[src/rtl/mem_arb_pkg.sv]
`default_nettype none
// ----------------------------------------------------------------------------
// mem_arb_pkg : shared types and constants for the two-port memory arbiter
// Rev 1.0
// ----------------------------------------------------------------------------
package mem_arb_pkg;

  localparam int AW_DEF = 6;
  localparam int DW_DEF = 8;

  localparam logic P0 = 1'b0;
  localparam logic P1 = 1'b1;

  typedef enum logic [1:0] {
    IDLE  = 2'd0,
    ISSUE = 2'd1,
    DONE  = 2'd2
  } state_e;

endpackage
`default_nettype wire

[src/rtl/mem_arb_2p_rr_pick2.sv]
`default_nettype none
// ----------------------------------------------------------------------------
// rr_pick2 : combinational two-way round-robin picker with request masking
// Rev 1.0
// ----------------------------------------------------------------------------
module rr_pick2
  import mem_arb_pkg::*;
(
  input  logic [1:0] req,
  input  logic [1:0] mask,
  input  logic       last_grant,
  output logic       grant_valid,
  output logic       grant_idx
);

  logic [1:0] w_elig;

  always_comb begin
    w_elig      = req & ~mask;
    grant_valid = |w_elig;
    grant_idx   = P0;
    case (w_elig)
      2'b01:   grant_idx = P0;
      2'b10:   grant_idx = P1;
      // Contention goes to whichever port was not served last.
      2'b11:   grant_idx = ~last_grant;
      default: grant_idx = P0;
    endcase
  end

endmodule
`default_nettype wire

[src/rtl/mem_arb_2p.sv]
`default_nettype none
// ----------------------------------------------------------------------------
// mem_arb_2p : two-requester req/ack arbiter and sequencer for a single-port
//              registered-read memory
// Rev 1.0
// ----------------------------------------------------------------------------
module mem_arb_2p
  import mem_arb_pkg::*;
#(
  parameter int AW = AW_DEF,
  parameter int DW = DW_DEF
) (
  input  logic          clk,
  input  logic          rst,
  input  logic          p0_req,
  input  logic          p0_we,
  input  logic [AW-1:0] p0_addr,
  input  logic [DW-1:0] p0_wdata,
  output logic          p0_ack,
  output logic [DW-1:0] p0_rdata,
  input  logic          p1_req,
  input  logic          p1_we,
  input  logic [AW-1:0] p1_addr,
  input  logic [DW-1:0] p1_wdata,
  output logic          p1_ack,
  output logic [DW-1:0] p1_rdata,
  output logic          mem_rd,
  output logic          mem_wr,
  output logic [AW-1:0] mem_addr,
  output logic [DW-1:0] mem_din,
  input  logic [DW-1:0] mem_dout,
  output logic          busy
);

  state_e        state_q, state_d;
  logic          grant_q, grant_d;
  logic          last_grant_q, last_grant_d;
  logic          mem_rd_q, mem_rd_d;
  logic          mem_wr_q, mem_wr_d;
  logic [AW-1:0] mem_addr_q, mem_addr_d;
  logic [DW-1:0] mem_din_q, mem_din_d;

  logic [1:0]    w_pick_mask;
  logic          w_grant_valid;
  logic          w_grant_idx;
  logic          w_sel_we;
  logic [AW-1:0] w_sel_addr;
  logic [DW-1:0] w_sel_wdata;

  // In DONE the acked port's req still belongs to the finished transaction.
  always_comb begin
    w_pick_mask = 2'b00;
    if (state_q == DONE) begin
      w_pick_mask = (grant_q == P1) ? 2'b10 : 2'b01;
    end
  end

  rr_pick2 u_pick (
    .req         ({p1_req, p0_req}),
    .mask        (w_pick_mask),
    .last_grant  (last_grant_q),
    .grant_valid (w_grant_valid),
    .grant_idx   (w_grant_idx)
  );

  always_comb begin
    w_sel_we    = (w_grant_idx == P1) ? p1_we    : p0_we;
    w_sel_addr  = (w_grant_idx == P1) ? p1_addr  : p0_addr;
    w_sel_wdata = (w_grant_idx == P1) ? p1_wdata : p0_wdata;
  end

  always_comb begin
    state_d      = state_q;
    grant_d      = grant_q;
    last_grant_d = last_grant_q;
    mem_addr_d   = mem_addr_q;
    mem_din_d    = mem_din_q;
    mem_rd_d     = 1'b0;
    mem_wr_d     = 1'b0;

    case (state_q)
      IDLE, DONE: begin
        if (w_grant_valid) begin
          state_d      = ISSUE;
          grant_d      = w_grant_idx;
          last_grant_d = w_grant_idx;
          mem_addr_d   = w_sel_addr;
          mem_din_d    = w_sel_wdata;
          mem_rd_d     = ~w_sel_we;
          mem_wr_d     = w_sel_we;
        end else begin
          state_d = IDLE;
        end
      end
      ISSUE:   state_d = DONE;
      default: state_d = IDLE;
    endcase
  end

  always_ff @(posedge clk) begin
    if (rst) begin
      state_q      <= IDLE;
      grant_q      <= P0;
      last_grant_q <= P1;
      mem_rd_q     <= 1'b0;
      mem_wr_q     <= 1'b0;
      mem_addr_q   <= '0;
      mem_din_q    <= '0;
    end else begin
      state_q      <= state_d;
      grant_q      <= grant_d;
      last_grant_q <= last_grant_d;
      mem_rd_q     <= mem_rd_d;
      mem_wr_q     <= mem_wr_d;
      mem_addr_q   <= mem_addr_d;
      mem_din_q    <= mem_din_d;
    end
  end

  assign mem_rd   = mem_rd_q;
  assign mem_wr   = mem_wr_q;
  assign mem_addr = mem_addr_q;
  assign mem_din  = mem_din_q;

  assign p0_ack   = (state_q == DONE) && (grant_q == P0);
  assign p1_ack   = (state_q == DONE) && (grant_q == P1);
  assign busy     = (state_q != IDLE);

  assign p0_rdata = mem_dout;
  assign p1_rdata = mem_dout;

endmodule
`default_nettype wire

[config.mk]
export PLATFORM = sky130hd
export DESIGN_NAME = mem_arb_2p
export DESIGN_NICKNAME = d
export VERILOG_FILES = /design/src/rtl/mem_arb_pkg.sv /design/src/rtl/mem_arb_2p_rr_pick2.sv /design/src/rtl/mem_arb_2p.sv
export SDC_FILE = /design/constraint.sdc
export NUM_CORES = 1
export LEC_CHECK = 0
export ABC_CLOCK_PERIOD_IN_PS = 1500
export CORE_ASPECT_RATIO = 0.8
export CORE_UTILIZATION = 35
export CTS_CLUSTER_DIAMETER = 120
export DETAILED_ROUTE_END_ITERATION = 10
export DONT_BUFFER_PORTS = 1
export HOLD_SLACK_MARGIN = 0.02
export PLACE_DENSITY = 0.57
export SYNTH_ARGS = -nofsm -noshare
export SYNTH_HDL_FRONTEND = slang
export SYNTH_SLANG_ARGS = --single-unit
export TNS_END_PERCENT = 1
[constraint.sdc]
create_clock -name clk -period 1.5 [get_ports clk]
set_input_delay 0.075 -clock clk [delete_from_list [all_inputs] [get_ports clk]]
set_output_delay 0.075 -clock clk [all_outputs]
set_load 0.005 [all_outputs]
==> run_results.csv <==
group,metric,value,unit
die,die_x,63.2,µm
clock_tree,cts_tree,"yes",
die,ios,77,
yosys,yosysSeqAreaShare,38.2,%
clock_tree,cts_buffers,3,
grt,grt_antenna_before_repair,0,
critical_path,end_kind,"register",
sta,slew-limit-headroom,75.7,%
yosys,ys_types,24,
sta,clock.fmax,0.713,GHz
yosys,avgSynthCellArea,9.61,µm²
cells_and_area,fin_area,1130,µm²
yosys,synth_xor_area_share,0,%
drt,ant_nets,0,
yosys,synth_top_area_share,38.2,%
placement,place_area,993,µm²
yosys,synth_area,1050,µm²
placement,hpwlAfterDp,1.54,mm
cells_and_area,fin_util,40.3,%
grt,grtUsageMet3,3.79,%
yosys,synth_fa_ha_area_share,0,%
die,core_area,2810,µm²
die,die_h,50.9,µm
critical_path,crit_buf_inv,2,
yosys,synth_cells,109,
sta,finalCritPeriodShare,93.6,%
placement,dp_slack,-0.203,ns
cells_and_area,diodes,0,
min_path,min-delay-start,"rst",
sta,setup_ws,0.0967,ns
clock_tree,clkLatencyLatePin,0.25,ns
grt,met1_usage,18.1,%
clock_tree,htreeDepth,1,
clock_tree,cts.sinks,20,
critical_path,cp_cell_sequence,"buf_4 > nand3b_1 > o211ai_4 > buf_12 > mux2i_4 > nor3b_2",
placement,place_inst,133,
cells_and_area,fin_nets,148,
critical_path,critPathRequiredTime,1.68,ns
yosys,muxShareOfSynthArea,14.3,%
pwr,ir_worst_vdd,0.381,mV
grt,grt_max_degree,21,
die,dieArea,3220,µm²
outcome,status,"finished, violations left",
sta,final-hold-violation-count,19,
drt,drt_wl_total,2.18,mm
grt,grt_usage,13.6,%
drt,vias_per_cell,5.42,
placement,io_buffers,0,
critical_path,crit_start,"grant_q",
yosys,synth_fp_nets,151,
sta,slew_violations,0,
critical_path,timing.rr.start,"grant_q",
sta,tightest_slew,0.363,ns
cells_and_area,finalNonFillerCells,142,
sta,setup_viol,0,
sta,tns,0,ns
critical_path,cp_slowest_cell,"dfxtp_2",
critical_path,slowest_delay,0.36,ns
grt,grt.overflow.total,0,
grt,grtUsageMet2,20.1,%
outcome,violations,"hold timing",
yosys,synthTopCellsByArea,"dfxtp_1 38%, mux2i_1 14%, buf_4 11%",
critical_path,critPathTopFamily,"flip-flops",
pwr,p_per_area,1070,nW/µm²
flow_run,maxCapViolations,0,
clock_tree,hold_buffers,1,
yosys,synth_compound_area_share,22.8,%
critical_path,crit_type,"reg2reg",
yosys,synth_top_cell_by_area,"dfxtp_1",
drt,routedWlPerCell,15.3,µm
cells_and_area,drive_gt1_share,25.0,%
critical_path,cp_data_arrival_time,1.58,ns
drt,drc,0,
die,fp-row-count,17,
clock_tree,cts_root_buf,"clkbuf_8",
drt,drt_iter0_markers,36,
sta,fin_crit,1.40,ns
drt,drtPass1Iterations,4,
yosys,synthSimpleGateAreaFrac,8.48,%
critical_path,crit_fanout,7,
clock_tree,clkTransAtPathRegs,0.07,ns
pwr,p_leak,0.477,nW
grt,grt.busiest_layer,"met2",
cells_and_area,syn2layout_area_growth,8.12,%
critical_path,worstSetupStartpointType,"register",
yosys,synth_top_family_by_area,"compound AO/OA/AOI/OAI gates",
yosys,ys_ff_latch,20,
sta,finClkSkew,0.00139,ns
placement,gp_congestion,0.636,
grt,grt_pass1_wl,3.41,mm
min_path,hp-class,"in2reg",
pwr,power.total,1.21,mW
sta,timing.hold.ws,-0.116,ns
die,initial_core_util,37.3,%
drt,dr_total_vias,770,
grt,grt_pass1_vias,739,
yosys,ys_warn_count,0,
clock_tree,cts_max_path_buffers,2,
## power by group
| part | total [mW] | leakage [nW] | internal, mW | switching, mW |
|---|---|---|---|---|
| sequential | 0.633 | 0.167 | 0.587 | 0.0461 |
| combinational | 0.243 | 0.288 | 0.128 | 0.114 |
| clock | 0.333 | 0.0216 | 0.178 | 0.155 |
| total | 1.21 | 0.477 | 0.894 | 0.316 |
## final timing paths
| path | to | slack, ns | depth (start not counted) |
|---|---|---|---|
| max reg2reg | mem_rd | 0.1 | 6 |
| max | mem_rd | 0.1 | 6 |
| min reg2reg | grant_q | 0.51 | 2 |
| min | grant_q | -0.12 | 1 |
## Yosys cell counts
master / number
o21ai_0: 2
buf_2: 2
nor2b_4: 1
nor2_1: 2
or2_2: 1
buf_4: 16
a21oi_1: 16
nand3b_1: 2
nor3b_1: 2
nor2b_1: 1
mux2i_1: 15
inv_1: 2
clkbuf_1: 3
dfxtp_1: 20
nand2b_1: 1
a31o_2: 1
or2_1: 1
a211oi_1: 14
nor3_1: 1
a21o_1: 1
o211ai_4: 1
a31oi_1: 1
buf_12: 1
nand2_1: 2
## cells in the final DEF, fill, tap and decap left out, drive strengths merged
master and instances:
or2 2, nand2 2, a21oi 16, nand2b 1, a31oi 1, a211oi 14
nand3b 2, clkbuf 3, nor2 2, o21ai 2, buf 13, a21o 1
inv 2, o211ai 1, nor3 1, a31o 1, nor2b 2, dlygate4sd3 1
nor3b 2, dfxtp 20, mux2i 15
## sequential cells by signal, summed over array words and instances (netlist names)
name / flops
grant_q: 1
state_q: 2
mem_rd: 1
last_grant_q: 1
mem_addr: 6
mem_wr: 1
mem_din: 8
## routing by layer
| metal | vias up | wire length (µm) | share of wire (%) |
|---|---|---|---|
| met5 | - | 0 | 0 |
| met4 | 0 | 36 | 1.7 |
| met3 | 13 | 220 | 10 |
| met2 | 37 | 930 | 43 |
| met1 | 350 | 990 | 45 |
| li1 | 370 | - | - |
## cell families after synthesis
| logic type | after synthesis |
|---|---|
| compound gates | 36 |
| buf+inv | 24 |
| flops | 20 |
| mux | 15 |
| simple gates | 14 |
## final cells by class
cell class	instances	area [µm²]
fill	289	1680
multi-input combinational	65	507
timing repair buffer	14	124
clock buffer	3	41.3
sequential	20	405
inverter	2	7.51
tap	38	47.5
## what timing repair did
| item | in CTS | in global routing |
|---|---|---|
| hold endpoints to repair | 20 | 19 |
| endpoints found under the setup margin | 18 | 17 |
| buffers inserted | 5 | 1 |
| pin swaps | 1 | 1 |
| gates resized for setup | 3 | 7 |
(Power assumes the default switching activity.)
